[config.mk]
export PLATFORM = sky130hd
export DESIGN_NAME = pc_fetch_control
export DESIGN_NICKNAME = d
export VERILOG_FILES = /design/src/rtl/pc_fetch_control.sv
export SDC_FILE = /design/constraint.sdc
export NUM_CORES = 1
export LEC_CHECK = 0
export BUFFER_PORTS_ARGS = -buffer_cell sky130_fd_sc_hd__buf_2
export CORE_UTILIZATION = 47
export DETAILED_ROUTE_END_ITERATION = 8
export PLACE_DENSITY = 0.77
export SYNTH_ARGS = -nofsm -noshare
export SYNTH_HDL_FRONTEND = slang
export SYNTH_SLANG_ARGS = --single-unit
[constraint.sdc]
create_clock -name clk -period 4 [get_ports clk]
set_input_delay 0.4 -clock clk [delete_from_list [all_inputs] [get_ports clk]]
set_output_delay 0.4 -clock clk [all_outputs]
set_load 0.05 [all_outputs]
[src/rtl/pc_fetch_control.sv]
// Fetch-side controller: streams a program image into instruction memory,
// then sequences the pc with branch, stall and out-of-image halt handling.
module pc_fetch_control #(
    parameter int MEM_BYTES = 128,
    parameter int CNT_W     = 8
) (
    input  logic             clk,
    input  logic             reset,
    input  logic             flashReq,
    input  logic             byteValid,
    input  logic [7:0]       byteData,
    output logic             byteReady,
    input  logic             flashDone,
    input  logic             stall,
    input  logic             branchTaken,
    input  logic [63:0]      branchTarget,
    output logic [63:0]      pc,
    output logic             flashEn,
    output logic [7:0]       flashInstruction,
    output logic             pcValid,
    output logic             halted,
    output logic             fetchError,
    output logic [CNT_W-1:0] bytesLoaded
);

    typedef enum logic [1:0] {
        IDLE,
        FLASH,
        RUN,
        HALT
    } state_t;

    localparam logic [CNT_W-1:0] FULL = CNT_W'(MEM_BYTES);

    state_t           state, state_n;
    logic             pend, pend_n;
    logic [63:0]      pc_n;
    logic [7:0]       fi_n;
    logic             rdy_n, en_n, pv_n, h_n, err_n;
    logic [CNT_W-1:0] bl_n;

    logic             accept, misalign, beyond, exit_now;
    logic [CNT_W-1:0] bl_inc;
    logic [63:0]      nxt, bl_ext;

    assign accept   = byteValid & byteReady;
    assign bl_inc   = bytesLoaded + CNT_W'(1);
    assign bl_ext   = 64'(bytesLoaded);
    assign nxt      = branchTaken ? branchTarget : pc + 64'd4;
    assign misalign = branchTaken & (branchTarget[1:0] != 2'b00);
    assign beyond   = nxt >= bl_ext;
    // A byte arriving with flashDone is written first: exit waits one cycle
    assign exit_now = pend | (flashDone & ~accept);

    always_comb begin
        state_n = state;
        pend_n  = pend;
        pc_n    = pc;
        fi_n    = flashInstruction;
        rdy_n   = byteReady;
        en_n    = flashEn;
        pv_n    = pcValid;
        h_n     = halted;
        err_n   = fetchError;
        bl_n    = bytesLoaded;
        if (flashReq) begin
            state_n = FLASH;
            pend_n  = 1'b0;
            pc_n    = '0;
            bl_n    = '0;
            rdy_n   = 1'b1;
            en_n    = 1'b1;
            pv_n    = 1'b0;
            h_n     = 1'b0;
            err_n   = 1'b0;
        end else begin
            unique case (1'b1)
                (state == FLASH): begin
                    if (accept) begin
                        pc_n  = bl_ext;
                        fi_n  = byteData;
                        bl_n  = bl_inc;
                        rdy_n = bl_inc < FULL;
                    end
                    if (exit_now) begin
                        pend_n = 1'b0;
                        pc_n   = '0;
                        rdy_n  = 1'b0;
                        en_n   = 1'b0;
                        if (bytesLoaded == '0) begin
                            state_n = HALT;
                            h_n     = 1'b1;
                        end else begin
                            state_n = RUN;
                            pv_n    = 1'b1;
                        end
                    end else if (flashDone) begin
                        pend_n = 1'b1;
                        rdy_n  = 1'b0;
                    end
                end
                (state == RUN): begin
                    if (!stall) begin
                        if (misalign | beyond) begin
                            state_n = HALT;
                            pv_n    = 1'b0;
                            h_n     = 1'b1;
                            err_n   = misalign;
                        end else begin
                            pc_n = nxt;
                        end
                    end
                end
                default: ;
            endcase
        end
    end

    always_ff @(posedge clk) begin
        if (reset) begin
            state            <= IDLE;
            pend             <= 1'b0;
            pc               <= '0;
            flashInstruction <= '0;
            byteReady        <= 1'b0;
            flashEn          <= 1'b0;
            pcValid          <= 1'b0;
            halted           <= 1'b0;
            fetchError       <= 1'b0;
            bytesLoaded      <= '0;
        end else begin
            state            <= state_n;
            pend             <= pend_n;
            pc               <= pc_n;
            flashInstruction <= fi_n;
            byteReady        <= rdy_n;
            flashEn          <= en_n;
            pcValid          <= pv_n;
            halted           <= h_n;
            fetchError       <= err_n;
            bytesLoaded      <= bl_n;
        end
    end

endmodule

* Word-level counts from Yosys, hierarchy flattened
Index checks and enable logic that the tools add are counted.
** Cells by class
- Equality and inequality tests :: 12
- $lt $le $gt $ge :: 2
- Reductions and logical operators :: 20
- Bitwise gates (word level) :: 8
- Mux-type cells :: 32
- $add $sub $neg :: 2
** Operators with widths (number)
- $mux W64 :: 5
- $pmux W64 S2 :: 1
- $add A64 B3 Y64 const B :: 1
- $ge A64 B8 Y1 :: 1
- $mux W1 :: 20
- $reduce_and A4 Y1 :: 3
- $reduce_and A5 Y1 :: 2
- $reduce_bool A2 Y1 :: 5
- $ne A3 B3 Y1 const B :: 3
- $add A8 B1 Y8 const B :: 1
- $logic_not A8 Y1 :: 1
- $lt A8 B8 Y1 const B :: 1
- $ne A2 B2 Y1 const B :: 4
- $reduce_and A2 Y1 :: 4
- $mux W2 :: 3
- $reduce_and A3 Y1 :: 2
- $ne A2 B1 Y1 const B :: 2
- $pmux W1 S2 :: 2
- $pmux W2 S2 :: 1
- $reduce_bool A4 Y1 :: 1
- $and A1 B1 Y1 :: 3
- $ne A3 B2 Y1 const B :: 1
- $not A1 Y1 :: 3
- $reduce_bool A3 Y1 :: 1
- 4 further kinds :: 5
** Storage, ports and cells
- Word-level logic and storage cells :: 87
- Input port bits :: 79
- Register bits :: 88

* Logic depth before layout (Yosys ltp)
- Depth after elaboration :: 8
- Gate-level depth with buffers :: 16

* Least setup slack after synthesis
No wires, ideal clock.
- Kind :: input -> register
- Start point :: input port branchTaken
- End point :: register pc[11]
- Stages on the path :: 16
- Arrival :: 4.238 ns
- Setup time :: 0.116 ns
- Setup slack :: -0.354 ns
- Required time :: 3.884 ns
- Cells stage by stage :: clkbuf_1 -> buf_1 -> clkbuf_1 -> mux2i_1 -> ha_1 -> nand2b_1 -> a21o_1 -> a211oi_1 -> nor3_1 -> or4_1 -> or4_4 -> nor4_4 -> a211oi_2 -> buf_6 -> buf_6 -> and2_1
** Between the ends
- Cells in the longest elaborated chain, start to end :: 5
- Elaborated cells between the ends (all ways) :: 9
- Those cells by class :: order compare: 1; eq/ne: 1; mux: 4; bitwise: 2; reduce/logical: 1
** Ends and longest elaborated chain
- start: declaration :: RTL line 15 : input logic branchTaken,
- $mux W64 :: RTL line 49 : assign nxt = branchTaken ? branchTarget : pc + 64'd4;
- $ge A64 B8 Y1 :: RTL line 51 : assign beyond = nxt >= bl_ext;
- $or A1 B1 Y1 :: RTL line 104 : if (misalign | beyond) begin
- $ne A2 B2 Y1 (no line)
- $reduce_and A4 Y1 (no line)
- end signal: assignment :: RTL line 134 : pc <= pc_n;
- end: declaration :: RTL line 17 : output logic [63:0] pc,
Several ways; a longest one is shown, not always the timed one. The select of a mux whose other input is x is not followed.
A chain may end at the register's enable or synchronous reset.

* Worst setup path in the final report
- Start point :: register pc[11]
- End point :: register state[0]
** Between the ends
- Cells in the longest elaborated chain, start to end :: 6
** Ends and longest elaborated chain
- $add A64 B3 Y64 :: RTL line 49
- $mux W64 :: RTL line 49
- $ge A64 B8 Y1 :: RTL line 51
- $or A1 B1 Y1 :: RTL line 104
- $ne A3 B2 Y1 (no line)
- $reduce_and A4 Y1 (no line)
- end signal: assignment :: RTL line 132 : state <= state_n;
- end: declaration :: RTL line 35 : state_t state, state_n;
Every way passes these cells.

==> out/metrics.cfg <==
[worst_setup_path]
cp_data_arrival_time_ns = 3.97
critical_path.max_stage_delay_ns = 0.57
crit_path_end_kind = flip-flop
crit_type = flip-flop to flip-flop
worstPathCellList = nand4_1 > nor4_1 > nand4_1 > a211o_1 > a211oi_1 > o32ai_1 > nor4_4 > a21boi_1 > o311a_1
cp_top_family = simple AND/OR/NAND/NOR gates
worstPathMaxFanout = 10
cpMostUsedCell = nand4_1
worstSetupStartpointType = flip-flop
critPathBufInv = 0
slowest_stage = nor4_1
crit_required_ns = 4.25

[drt]
dr.pass1.iters = 5
avgViaCountPerCell = 5.91
drc_errors = 0
vias = 5755
drt-total-wl_mm = 17.0
drt_iter0_markers = 374
drtAntennaViolNets = 0
wire_per_inst_um = 17.4

[cells_and_area]
fin_util = 0.610
final_common_cell = buf_2
num_antenna_cells = 0
nFillCells = 995
area_growth_pct = 24.4
layout_common_cells = buf_2 (163), dfxtp_1 (86), and2_1 (61)
fin_nets = 919
drive_gt1_frac = 0.273

[yosys]
yosys-top-cells-area = dfxtp_1 (33%), and2_1 (7.1%), mux2i_1 (4.5%)
synth_top_cell_area_share = 0.327
synth-seq-cells = 88
synth-xor-area-share = 0.0488
synthArstFlopShare = 0
yosysWarnings = 0
synth_top_family_by_area = simple AND/OR/NAND/NOR gates
synthSimpleGateAreaFrac = 0.356
synth-main-ff-cell = dfxtp_1
synth_compound_area_frac = 0.136
avgSynthCellArea_um2 = 8.11
synth_top_area_cell = dfxtp_1
synth_cells = 664
muxShareOfSynthArea = 0.0614
synth_sequential_area_ratio = 0.327
synth_edf_count = 0
syn_nets = 754
synth_cell_types = 63
synthAdderAreaFrac = 0.0256
synth_area_um2 = 5380

[clocking]
tritoncts = done
cts_setup_buffers = 0
holdBufCountCts = 0
clk_pin_slew_ns = 0.07
cts_buffer_depth = 2
cts_buffers = 9
cts-htree-levels = 3
clk_latency_ns = 0.36
root_buffer = clkbuf_16
cts.sinks = 88

[placed_design]
finalWeightedCongestion = 0.901
io_buffer_count = 163
dp_hpwl_mm = 13.1

[job]
drv_cap = 0

[floorplanning]
core_um2 = 11000
die-area_um2 = 11900
start_util = 0.490
die_width_um = 109
rows = 38
ios = 164
die_height_um = 109

[global_route]
antenna_found_initial = 0
overflow = 0
grt_pass1_vias = 5286
grt_use_total = 0.296
grt_max_degree = 41
grt_pass1_wl_mm = 27.0

[timing]
period_needed_ns = 3.72
fin_crit_sh = 0.931
fmax_ghz = 0.269
setup_viol = 0
worstMarginPinSlew_ns = 1.15
drv_slew = 0
tns_ns = 0
fin_skew_ns = 0.0105
fin_hold_ws_ns = 0.278
worst_slew_margin_rel = 0.233
finalHoldViolations = 0
rsz0062_at_grt = no

[worst_hold_path]
hold_class = input port to flip-flop

[power_and_ir_drop]
p_int_mw = 1.40
power.leakage_nw = 2.77
pwr-share-seq = 0.478
p_per_area_nw_per_um2 = 276
p_sw_frac = 0.243
pwr-share-clk = 0.439
combPwrFrac = 0.083
vdd_drop_max_uv = 251
p_sw_mw = 0.449

[status]
status = finished, final reports clean

==> worst paths after layout <==
| check | from | endpoint | slack [ns] | cells past startpoint |
|---|---|---|---|---|
| max | pc[11]$_SDFFE_PP0P_ | state[0]$_SDFFE_PP0P_ | 0.28 | 9 |
| min reg2reg | fetchError$_SDFFE_PP0P_ | fetchError$_SDFFE_PP0P_ | 0.49 | 2 |
| max reg2reg | pc[11]$_SDFFE_PP0P_ | state[0]$_SDFFE_PP0P_ | 0.28 | 9 |
| min | byteData[1] | flashInstruction[1]$_SDFFE_PP0P_ | 0.28 | 3 |
==> cell families after synthesis <==
group	after synthesis
simple gates	346
xor+xnor	30
buf+inv	53
compound gates	104
mux	32
fa+ha+maj	11
flops	88
==> per-layer routing <==
layer	vias up	GRT usage	wire (um)	share of wire
li1	2781	-	-	-
met1	2704	0.385	7470	0.44
met2	236	0.478	7940	0.47
met3	34	0.0669	1190	0.070
met4	0	0.109	366	0.022
met5	-	0	0	0
==> power by group through the flow <==
stage | Sequential (mW) | Combinational (mW) | Clock [mW]
3_3_place_gp | 0.903 | 0.149 | 0
2_1_floorplan | 0.914 | 0.0757 | 0
4_1_cts | 0.884 | 0.153 | 0.822
3_5_place_dp | 0.903 | 0.152 | 0
6_report | 0.884 | 0.154 | 0.810
5_1_grt | 0.884 | 0.167 | 0.863
==> final cells by class <==
type | instances | area (um^2) | share of cell area
Sequential cell | 88 | 1760 | 0.263
Clock inverter | 4 | 28.8 | 0.00430
Tap cell | 140 | 175 | 0.0262
Inverter | 19 | 71.3 | 0.0107
Multi-Input combinational cell | 523 | 3380 | 0.505
Timing Repair Buffer | 188 | 1020 | 0.152
Clock buffer | 12 | 256 | 0.0383
==> synthesized netlist by cell type (all sizes together), types with 3 or more instances <==
cell type,number
a211o,3
a211oi,9
a21o,4
a21oi,15
a22o,5
a31oi,4
and2,61
and3,5
and4,11
buf,14
clkbuf,20
dfxtp,88
ha,11
inv,19
mux2,8
mux2i,24
nand2,56
nand2b,6
nand3,24
nand4,37
nor2,53
nor2b,3
nor3,30
nor4,35
o21a,3
o21ai,26
o31a,5
o31ai,5
or2,4
or3,11
or4,5
xnor2,18
xor2,12
==> worst reg2reg max path, delay by kind of cell, from the launching register on <==
kind / cells / cell delay, ns
AND/OR/NAND/NOR: 4 / 1.83
AO/OA/AOI/OAI: 5 / 1.29
flip-flops: 1 / 0.48
==> flip-flops by register name (all words and copies together), names as in the netlist <==
name and cells:
halted 1, pcValid 1, fetchError 1, state 2, pc 64, pend 1
flashInstruction 8, bytesLoaded 8, flashEn 1, byteReady 1
==> per-stage QoR <==
step / worst slack [ns] / power [mW] / cell area, um^2 / instances
after global placement: 0.288 / 1.05 / 6410 / 958
after global routing: 0.0162 / 1.91 / 6700 / 974
after CTS: 0.295 / 1.86 / 6700 / 974
after floorplan: 0.0882 / 0.989 / 5390 / 664
final: 0.276 / 1.85 / 6700 / 974
after detailed placement: 0.162 / 1.06 / 6410 / 958
==> repair_timing <==
| action | 4_1_cts | 5_1_grt |
|---|---|---|
| endpoints found under the hold margin | 0 | 0 |
| gates resized for setup | 0 | 1 |
| setup endpoints to repair | 0 | 1 |
Power figures use the tool's default switching activity.
